### config.mk
export PLATFORM = sky130hd
export DESIGN_NAME = afns_link_ctrl_flat
export DESIGN_NICKNAME = d
export VERILOG_FILES = /design/src/rtl/afns_pkg.sv /design/src/rtl/afns_link_ctrl_if.sv /design/src/rtl/afns_settle_timer.sv /design/src/rtl/afns_link_ctrl.sv /design/src/flat_wrapper.sv
export SDC_FILE = /design/constraint.sdc
export NUM_CORES = 1
export LEC_CHECK = 0
export ABC_CLOCK_PERIOD_IN_PS = 7150
export BUFFER_PORTS_ARGS = -buffer_cell sky130_fd_sc_hd__clkbuf_2
export CAP_MARGIN = 25
export CORE_ASPECT_RATIO = 0.9
export CORE_UTILIZATION = 51
export CTS_BUF_LIST = sky130_fd_sc_hd__clkbuf_4
export CTS_CLUSTER_DIAMETER = 30
export DETAILED_ROUTE_END_ITERATION = 8
export GPL_TIMING_DRIVEN = 0
export PLACE_DENSITY = 0.84
export SYNTH_ARGS = -nofsm -noshare
export SYNTH_HDL_FRONTEND = slang
export SYNTH_HIERARCHICAL = 1
export SYNTH_SLANG_ARGS = --single-unit
### constraint.sdc
create_clock -name clock -period 7.15 [get_ports clock]
set_clock_uncertainty 0.05 [all_clocks]
set_input_delay 0.715 -clock clock [delete_from_list [all_inputs] [get_ports clock]]
set_output_delay 0.715 -clock clock [all_outputs]
set_load 0.005 [all_outputs]
### src/rtl/afns_pkg.sv
// rtl/afns_pkg.sv - shared types, defaults and helpers for the AFNS TSV link controllers
package afns_pkg;

   localparam int NTSV_DEF = 4;
   localparam int DW_DEF   = 7;

   typedef enum logic [1:0] {
      ST_RUN    = 2'd0,
      ST_DRAIN  = 2'd1,
      ST_SETTLE = 2'd2,
      ST_FAIL   = 2'd3
   } link_state_e;

   function automatic int unsigned popcount(input logic [NTSV_DEF-1:0] mask);
      int unsigned n;
      n = 0;
      for (int i = 0; i < NTSV_DEF; i++) begin
         n = n + 32'(mask[i]);
      end
      return n;
   endfunction

endpackage

### src/rtl/afns_link_ctrl_if.sv
// rtl/afns_link_ctrl_if.sv - fault-map, upstream handshake and coder-side bundle of the link controller
interface afns_link_ctrl_if import afns_pkg::*; #(
   parameter int NTSV = NTSV_DEF,
   parameter int DW   = DW_DEF
) ();

   logic [NTSV-1:0] fault_in;
   logic            fault_upd;
   logic            clear_faults;
   logic            in_valid;
   logic [DW-1:0]   in_data;
   logic            in_ready;
   logic [DW-1:0]   coder_data;
   logic            coder_load;
   logic [NTSV-1:0] f_flag;
   logic            link_busy;
   logic            link_fail;
   logic [7:0]      reconf_cnt;

   modport master (
      output fault_in, fault_upd, clear_faults, in_valid, in_data,
      input  in_ready, coder_data, coder_load, f_flag, link_busy, link_fail, reconf_cnt
   );

   modport slave (
      input  fault_in, fault_upd, clear_faults, in_valid, in_data,
      output in_ready, coder_data, coder_load, f_flag, link_busy, link_fail, reconf_cnt
   );

endinterface

### src/rtl/afns_settle_timer.sv
// rtl/afns_settle_timer.sv - 4-bit loadable down-counter; done while the count is zero
module afns_settle_timer (
   input  logic       clock,
   input  logic       reset,
   input  logic       load,
   input  logic [3:0] load_val,
   input  logic       dec,
   output logic       done
);

   logic [3:0] count_q, count_d;

   always_comb begin
      count_d = count_q;
      if (load) begin
         count_d = load_val;
      end else if (dec && (count_q != 4'd0)) begin
         count_d = count_q - 4'd1;
      end
   end

   always_ff @(posedge clock or posedge reset) begin
      if (reset) begin
         count_q <= 4'd0;
      end else begin
         count_q <= count_d;
      end
   end

   assign done = (count_q == 4'd0);

endmodule

### src/rtl/afns_link_ctrl.sv
// rtl/afns_link_ctrl.sv - CAC/local-AFNS TSV link sequencer: fault flags, traffic gating, reconfiguration
module afns_link_ctrl import afns_pkg::*; #(
   parameter int NTSV       = NTSV_DEF,
   parameter int DW         = DW_DEF,
   parameter int SETTLE_CYC = 2,
   parameter int MAX_FAULTS = 2
) (
   input  logic             clock,
   input  logic             reset,
   afns_link_ctrl_if.slave  bus
);

   localparam logic [3:0] SETTLE_LOAD = 4'(SETTLE_CYC - 1);

   link_state_e     state_q, state_d;
   logic [NTSV-1:0] f_flag_q, f_flag_d;
   logic [NTSV-1:0] pend_q, pend_d;
   logic [DW-1:0]   coder_data_q, coder_data_d;
   logic            coder_load_q, coder_load_d;
   logic            link_busy_q, link_busy_d;
   logic            link_fail_q, link_fail_d;
   logic [7:0]      reconf_cnt_q, reconf_cnt_d;

   logic [NTSV-1:0] new_bits;
   logic            upd_new;
   logic            in_ready;
   logic            xfer;
   logic            tmr_load;
   logic            tmr_dec;
   logic            tmr_done;

   // pend always holds every fault seen so far, so comparing against it catches
   // bits that arrive while a previous update is still being applied.
   assign new_bits = bus.fault_in & ~pend_q;
   assign upd_new  = bus.fault_upd && (new_bits != '0);
   assign in_ready = !reset && (state_q == ST_RUN) && !upd_new;
   assign xfer     = bus.in_valid && in_ready;

   afns_settle_timer u_settle_timer (
      .clock    (clock),
      .reset    (reset),
      .load     (tmr_load),
      .load_val (SETTLE_LOAD),
      .dec      (tmr_dec),
      .done     (tmr_done)
   );

   always_comb begin
      state_d      = state_q;
      f_flag_d     = f_flag_q;
      pend_d       = pend_q;
      coder_data_d = coder_data_q;
      coder_load_d = xfer;
      reconf_cnt_d = reconf_cnt_q;
      tmr_load     = 1'b0;
      tmr_dec      = 1'b0;

      if (xfer) begin
         coder_data_d = bus.in_data;
      end

      if (bus.clear_faults) begin
         f_flag_d = '0;
         pend_d   = '0;
         state_d  = ST_SETTLE;
         tmr_load = 1'b1;
      end else begin
         if (bus.fault_upd) begin
            pend_d = pend_q | bus.fault_in;
         end
         case (state_q)
            ST_RUN: begin
               if (upd_new) begin
                  state_d = ST_DRAIN;
               end
            end
            ST_DRAIN: begin
               // A fresh update here keeps us in DRAIN so the merged map is applied once.
               if (!upd_new) begin
                  f_flag_d = pend_q;
                  if (int'(popcount(pend_q)) > MAX_FAULTS) begin
                     state_d = ST_FAIL;
                  end else begin
                     state_d  = ST_SETTLE;
                     tmr_load = 1'b1;
                  end
               end
            end
            ST_SETTLE: begin
               if (upd_new) begin
                  state_d = ST_DRAIN;
               end else if (tmr_done) begin
                  state_d = ST_RUN;
                  if (reconf_cnt_q != 8'hFF) begin
                     reconf_cnt_d = reconf_cnt_q + 8'd1;
                  end
               end else begin
                  tmr_dec = 1'b1;
               end
            end
            ST_FAIL: begin
               state_d = ST_FAIL;
            end
            default: begin
               state_d = ST_RUN;
            end
         endcase
      end

      link_busy_d = (state_d == ST_DRAIN) || (state_d == ST_SETTLE);
      link_fail_d = (state_d == ST_FAIL);
   end

   always_ff @(posedge clock or posedge reset) begin
      if (reset) begin
         state_q      <= ST_RUN;
         f_flag_q     <= '0;
         pend_q       <= '0;
         coder_data_q <= '0;
         coder_load_q <= 1'b0;
         link_busy_q  <= 1'b0;
         link_fail_q  <= 1'b0;
         reconf_cnt_q <= 8'd0;
      end else begin
         state_q      <= state_d;
         f_flag_q     <= f_flag_d;
         pend_q       <= pend_d;
         coder_data_q <= coder_data_d;
         coder_load_q <= coder_load_d;
         link_busy_q  <= link_busy_d;
         link_fail_q  <= link_fail_d;
         reconf_cnt_q <= reconf_cnt_d;
      end
   end

   assign bus.in_ready   = in_ready;
   assign bus.coder_data = coder_data_q;
   assign bus.coder_load = coder_load_q;
   assign bus.f_flag     = f_flag_q;
   assign bus.link_busy  = link_busy_q;
   assign bus.link_fail  = link_fail_q;
   assign bus.reconf_cnt = reconf_cnt_q;

endmodule

### src/flat_wrapper.sv
// flat-port wrapper written by rule: the top's interface ports become plain ports
module afns_link_ctrl_flat import afns_pkg::*;
#(
   parameter int NTSV       = NTSV_DEF,
   parameter int DW         = DW_DEF,
   parameter int SETTLE_CYC = 2,
   parameter int MAX_FAULTS = 2
)
  (clock, reset, bus_fault_in, bus_fault_upd, bus_clear_faults, bus_in_valid, bus_in_data, bus_in_ready, bus_coder_data, bus_coder_load, bus_f_flag, bus_link_busy, bus_link_fail, bus_reconf_cnt);
  afns_link_ctrl_if #(.NTSV(NTSV), .DW(DW)) bus_i ();
  input  logic clock;
  input  logic reset;
  input wire logic [$bits(bus_i.fault_in)-1:0] bus_fault_in;
  input wire logic [$bits(bus_i.fault_upd)-1:0] bus_fault_upd;
  input wire logic [$bits(bus_i.clear_faults)-1:0] bus_clear_faults;
  input wire logic [$bits(bus_i.in_valid)-1:0] bus_in_valid;
  input wire logic [$bits(bus_i.in_data)-1:0] bus_in_data;
  output wire logic [$bits(bus_i.in_ready)-1:0] bus_in_ready;
  output wire logic [$bits(bus_i.coder_data)-1:0] bus_coder_data;
  output wire logic [$bits(bus_i.coder_load)-1:0] bus_coder_load;
  output wire logic [$bits(bus_i.f_flag)-1:0] bus_f_flag;
  output wire logic [$bits(bus_i.link_busy)-1:0] bus_link_busy;
  output wire logic [$bits(bus_i.link_fail)-1:0] bus_link_fail;
  output wire logic [$bits(bus_i.reconf_cnt)-1:0] bus_reconf_cnt;
  assign bus_i.fault_in = bus_fault_in;
  assign bus_i.fault_upd = bus_fault_upd;
  assign bus_i.clear_faults = bus_clear_faults;
  assign bus_i.in_valid = bus_in_valid;
  assign bus_i.in_data = bus_in_data;
  assign bus_in_ready = bus_i.in_ready;
  assign bus_coder_data = bus_i.coder_data;
  assign bus_coder_load = bus_i.coder_load;
  assign bus_f_flag = bus_i.f_flag;
  assign bus_link_busy = bus_i.link_busy;
  assign bus_link_fail = bus_i.link_fail;
  assign bus_reconf_cnt = bus_i.reconf_cnt;
  afns_link_ctrl #(.NTSV(NTSV), .DW(DW), .SETTLE_CYC(SETTLE_CYC), .MAX_FAULTS(MAX_FAULTS)) u_core (.clock(clock), .reset(reset), .bus(bus_i));
endmodule
; ---- Yosys cells after proc, flatten, opt, wreduce, memory -nomap -nowiden
; Cells that the tools add are included.
; W data, S select, Z words.
[word_totals]
romBits = 0
mem_count = 0
latch_bits = 0
ram_bits = 0
word_cells = 67
in_bits = 16
register_bits = 32
output_inout_bits = 23
[classes]
n_mux = 22
reduce_logical = 17
bitwise_logic = 5
n_shift = 0
add_sub_neg = 5
n_mul = 0
eq_ne = 8
magnitude_cmp = 1
n_div = 0
[ops]
columns = cell, count
row1 = $add A32 B1 Y32, 2
row2 = $gt A32 B3 Y1 const B, 1
row3 = $mux W4, 7
row4 = $mux W2, 5
row5 = $mux W1, 9
row6 = $add A8 B1 Y8 const B, 1
row7 = $eq A2 B2 Y1 const B, 4
row8 = $ne A8 B8 Y1 const B, 1
row9 = $pmux W2 S4, 1
row10 = $reduce_bool A4 Y1, 2
row11 = $reduce_bool A2 Y1, 3
row12 = $logic_and A1 B1 Y1, 5
row13 = $reduce_and A5 Y1, 1
row14 = $and A4 B4 Y4, 1
row15 = $eq A2 B1 Y1 const B, 2
row16 = $logic_not A4 Y1, 1
row17 = $not A4 Y4, 1
row18 = $or A4 B4 Y4, 1
row19 = $sub A4 B1 Y4 const B, 1
row20 = $add A1 B1 Y2, 1
row21 = $logic_not A1 Y1, 2
row22 = $logic_not A2 Y1, 1
row23 = $ne A2 B2 Y1 const B, 1
row24 = $not A1 Y1, 2
row25 = other kinds (2), 2

; ---- Depth between registers and ports, before layout
[logic_depth]
word_depth = 10
ltp_mapped = 9
mapped_depth_nobuf = 8

; ---- Hierarchy
; Netlist, hierarchy kept.
[modules_own_cells]
columns = module, seq_area_each_um2, instances, cells_each, area_per_inst_um2
row1 = afns_link_ctrl, 700.7, 1, 115, 1300.0
row2 = afns_settle_timer, 100.1, 1, 28, 261.5

; ---- Least setup slack after synthesis
; OpenSTA, ideal clock, no wires.
[synth_timing]
path_type = input to register
from = in bus_fault_in[0]
to = reg u_core.u_settle_timer.count_q[3]
arrival_ps = 2725
cell_stages = 7
setup_time_ps = 126
path_buffers = 0
required_time_ps = 6974
path_slack_ps = 4249
cell_sequence = nor2b_1 -> o41ai_1 -> nand2_1 -> nor4_2 -> nor4b_2 -> nor3b_1 -> a221o_1
[synth_via]
elab_chain_cells = 8
word_cells_on_any_way = 12
classes_between = 7 x mux / 1 x bitwise / 4 x reduce/logical
[synth_lines]
columns = element, line
row1 = start: declaration, flat_wrapper.sv:13  ; input wire logic [$bits(bus_i.fault_in)-1:0] bus_fault_in;
row2 = $and A4 B4 Y4, afns_link_ctrl.sv:34  ; assign new_bits = bus.fault_in & ~pend_q;
row3 = $reduce_bool A4 Y1, afns_link_ctrl.sv:35  ; assign upd_new = bus.fault_upd && (new_bits != '0);
row4 = $logic_and A1 B1 Y1, afns_link_ctrl.sv:35
row5 = $mux W1, afns_link_ctrl.sv:90  ; if (upd_new) begin
row6 = $mux W1, afns_link_ctrl.sv:71  ; case (state_q)
row7 = $mux W1, afns_link_ctrl.sv:62  ; if (bus.clear_faults) begin
row8 = named net u_core.tmr_dec, afns_link_ctrl.sv:29  ; logic tmr_dec;
row9 = $logic_and A1 B1 Y1, afns_settle_timer.sv:17  ; end else if (dec && (count_q != 4'd0)) begin
row10 = $reduce_bool A2 Y1 (no source line), -
row11 = end signal: assignment, afns_settle_timer.sv:26  ; count_q <= count_d;
row12 = end: declaration, afns_settle_timer.sv:11  ; logic [3:0] count_q, count_d;
; The timed path passes the listed nets, and every way through them passes these cells.
; A chain may end at the register's enable or synchronous reset.

; ---- Worst setup path in the final report
[layout_timing]
from = in bus_fault_in[0]
to = out bus_in_ready
[layout_via]
elab_chain_cells = 5
[layout_lines]
columns = element, line
row1 = $and A4 B4 Y4, afns_link_ctrl.sv:34
row2 = $reduce_bool A4 Y1, afns_link_ctrl.sv:35
row3 = $logic_and A1 B1 Y1, afns_link_ctrl.sv:35
row4 = $logic_not A1 Y1, afns_link_ctrl.sv:36  ; assign in_ready = !reset && (state_q == ST_RUN) && !upd_new;
row5 = $logic_and A1 B1 Y1, afns_link_ctrl.sv:36
row6 = end: declaration, flat_wrapper.sv:18  ; output wire logic [$bits(bus_i.in_ready)-1:0] bus_in_ready;
; Every way passes these cells.

==> flow_metrics.tcl <==
set metrics [dict create \
    outcome "complete, no violations" \
    synthArstFlopShare_pct 100 \
    netlist_area_um2 1560 \
    placement.io_buffers 38 \
    core_area_um2 2820 \
    rsz0062_at_grt "no" \
    cts_hold_repair.buffers 0 \
    clock_buffers_created_by_tritoncts 5 \
    die_y_um 54.5 \
    yosysTopAreaCellShare_pct 51.3 \
    worst_ep_arrival_time_ps 2410 \
    ys_seq_elements 32 \
    critPathLaunchType "input port" \
    layout-drive-gt1-share_pct 30.9 \
    clkSlewWorstSetupHoldPaths_ps 100 \
    diodes_inserted 0 \
    via_count_of_the_first_global_routing_pass 1181 \
    cts.repair.resized 0 \
    fillerInstances 216 \
    synth_largest_area_cell "sky130_fd_sc_hd__dfrtp_1" \
    syn_inst 143 \
    route.detailed.wl_per_inst_um 13.3 \
    clock_sinks 32 \
    hold_class "input port to async pin" \
    htree_num_levels 2 \
    setup_violations 0 \
    synthTopCellsByCount "sky130_fd_sc_hd__dfrtp_1 (32), sky130_fd_sc_hd__a21oi_1 (13), sky130_fd_sc_hd__inv_1 (10)" \
    worst_path_most_repeated_cell "sky130_fd_sc_hd__clkbuf_2" \
    drt_drc_violations_left 0 \
    cts-root-buf "sky130_fd_sc_hd__clkbuf_4" \
    p_switching_mw 0.121 \
    initial_utilization_pct 55.5 \
    seqPwrFrac_pct 54.8 \
    via_per_inst 5.46 \
    grt_first_pass_wirelength_um 5100 \
    detail_route.wirelength_um 3080 \
    p_clk_share_pct 23.3 \
    post-route-min-period_ps 3170 \
    count_of_routing_violations_after_the_opening_detailed_route_iteration 78 \
    vias 1262 \
    timing.critical_path.slowest_cell_delay_ps 880 \
    nNetsFinal 214 \
    tritoncts "done" \
    criticalPathCategory "input port to primary output" \
    clk-insertion-delay-late_ps 330 \
    pwr-share-comb_pct 21.9 \
    endpoint_kind "primary output" \
    fp.dieW_um 60.3 \
    slew_headroom_pct 35.7 \
    crit_chain "clkbuf_2 -> nor2b_1 -> o41ai_1 -> nand2_1 -> nor3_1 -> clkbuf_2" \
    drtAntennaViolNets 0 \
    maxClockFrequency_mhz 315 \
    crit_path_top_delay_cell "sky130_fd_sc_hd__o41ai_1" \
    syn2layout_area_growth_pct 20.8 \
    synth.avg_cell_area_um2 10.9 \
    globalRoute.totalOverflow 0 \
    netlist-cell-type-count 36 \
    final_min_period_over_clock_period_pct 44.4 \
    clk_path_buf_depth 2 \
    synth_edf_count 0 \
    crit_required_ps 6380 \
    antenna_violations_before_repair 0 \
    maximum_number_of_pins_on_one_net_before_global_route_repair 30 \
    pin_count 39 \
    power_report.internal_total_mw 0.295 \
    postSynth.topFlopCell "sky130_fd_sc_hd__dfrtp_1" \
    power_leakage_nw 0.964 \
    setup_tns_ps 0 \
    yosys_warnings 6 \
    row_count 18 \
    powerDensity_nw_per_um2 221 \
    place.detailed.hpwl_um 2340 \
    worst-slew-pin-transition_ps 952 \
    post-cts-setup-buffers 0 \
    maxCapViolations 0 \
    grt_usage_pct 21.9 \
    maximum_vdd_drop_mv 0.168 \
    ys_seq_area_share_pct 51.3 \
    yosys-top-cells-area "sky130_fd_sc_hd__dfrtp_1 (51%), sky130_fd_sc_hd__mux2_2 (5.8%), sky130_fd_sc_hd__ha_1 (4.8%), sky130_fd_sc_hd__a21oi_1 (4.2%), sky130_fd_sc_hd__xor2_1 (3.9%)" \
    slew_viol_final 0 \
    synth.most_common_cell "sky130_fd_sc_hd__dfrtp_1" \
    rd_place_congestion 0.850 \
    fp.dieArea_um2 3290 \
    p_sw_share_pct 29.1 \
    drt_first_pass_iters 4 \
    design_power_total_mw 0.416 \
    maximum_fanout_along_the_worst_path 7 \
    finalHoldViolCount 0 \
]
power groups by stage:
stage	Combinational, mW	Clock, mW	Sequential (mW)
2_1_floorplan	0.0497	0	0.230
3_3_place_gp	0.0846	0	0.230
3_5_place_dp	0.0902	0	0.231
4_1_cts	0.0907	0.102	0.228
5_1_grt	0.102	0.108	0.231
6_report	0.0911	0.0972	0.228
cells by family after synthesis:
group           share of synthesized area, %
buf+inv                                 3.13
flops                                   51.3
fa+ha+maj                               6.09
xor+xnor                                3.93
mux                                     5.77
simple gates                            17.5
compound gates                          11.8
other cells                            0.481
critical path: cells and delay by family:
family / cells / cell delay [ps]
buffers and inverters: 2 / 250
and+or+nand+nor: 3 / 550
AOI/OAI and AO/OA: 1 / 880
sequential cells by signal, summed over array words and instances (netlist names):
register                       cells
u_core/bus.coder_data              7
u_core/bus.coder_load              1
u_core/bus.f_flag                  4
u_core/bus.link_busy               1
u_core/bus.link_fail               1
u_core/bus.reconf_cnt              8
u_core/pend_q                      4
u_core/state_q                     2
u_core/u_settle_timer/count_q      4
worst paths after layout:
path                                          startpoint                                to  slack, ps  depth (start not counted)
min in group clock              u_core/bus.reconf_cnt[7]          u_core/bus.reconf_cnt[7]        440                          1
worst min register to register  u_core/bus.reconf_cnt[7]          u_core/bus.reconf_cnt[7]        440                          1
worst min-delay path                               reset  u_core/u_settle_timer/count_q[0]        220                          2
worst max register to register          u_core/pend_q[0]  u_core/u_settle_timer/count_q[3]       4160                          7
worst max-delay path                     bus_fault_in[0]                      bus_in_ready       3980                          6
max in group asynchronous                          reset          u_core/bus.reconf_cnt[0]       6350                          3
metal layers:
metal	up-vias	global-route usage, %	share of wire (%)
met4	0	10.5	1.3
met3	5	5.44	5.7
met5	-	0	0
met2	45	35.3	50
li1	606	-	-
met1	606	27.7	43
per-stage QoR:
step | cells | utilization, % | cell area [um2] | hold WS (ps) | setup WS (ps)
6_report | 231 | 67.0 | 1890 | 216 | 3980
5_1_grt | 231 | 67.0 | 1890 | 214 | 3760
4_1_cts | 230 | 66.0 | 1860 | 206 | 4000
3_5_place_dp | 223 | 64.3 | 1810 | 434 | 3760
3_3_place_gp | 223 | 64.3 | 1810 | 431 | 3850
2_1_floorplan | 145 | - | 1570 | 431 | 4250
cell usage in the layout (no fill, tap or decap), types with 2 or more instances in the layout:
master / instances
sky130_fd_sc_hd__a21oi_1: 13
sky130_fd_sc_hd__and4b_1: 2
sky130_fd_sc_hd__clkbuf_1: 3
sky130_fd_sc_hd__clkbuf_2: 38
sky130_fd_sc_hd__clkbuf_4: 6
sky130_fd_sc_hd__conb_1: 4
sky130_fd_sc_hd__dfrtp_1: 32
sky130_fd_sc_hd__ha_1: 6
sky130_fd_sc_hd__inv_1: 10
sky130_fd_sc_hd__mux2_2: 8
sky130_fd_sc_hd__nand2_1: 7
sky130_fd_sc_hd__nand3_1: 7
sky130_fd_sc_hd__nor2_1: 8
sky130_fd_sc_hd__nor2b_1: 4
sky130_fd_sc_hd__nor3_1: 4
sky130_fd_sc_hd__nor3b_1: 2
sky130_fd_sc_hd__o211ai_1: 2
sky130_fd_sc_hd__o21ai_0: 6
sky130_fd_sc_hd__o21ai_1: 2
sky130_fd_sc_hd__xor2_1: 7
final cells by class:
class / instances / area (um2) / area share [%]
Clock buffer: 6 / 45.0 / 2.39
Buffer: 3 / 11.3 / 0.597
Tap cell: 40 / 50.0 / 2.65
Timing Repair Buffer: 39 / 218 / 11.5
Multi-Input combinational cell: 100 / 719 / 38.1
Sequential cell: 32 / 801 / 42.4
Clock inverter: 1 / 5.00 / 0.265
Inverter: 10 / 37.5 / 1.99
Power figures use the tool's default switching activity.
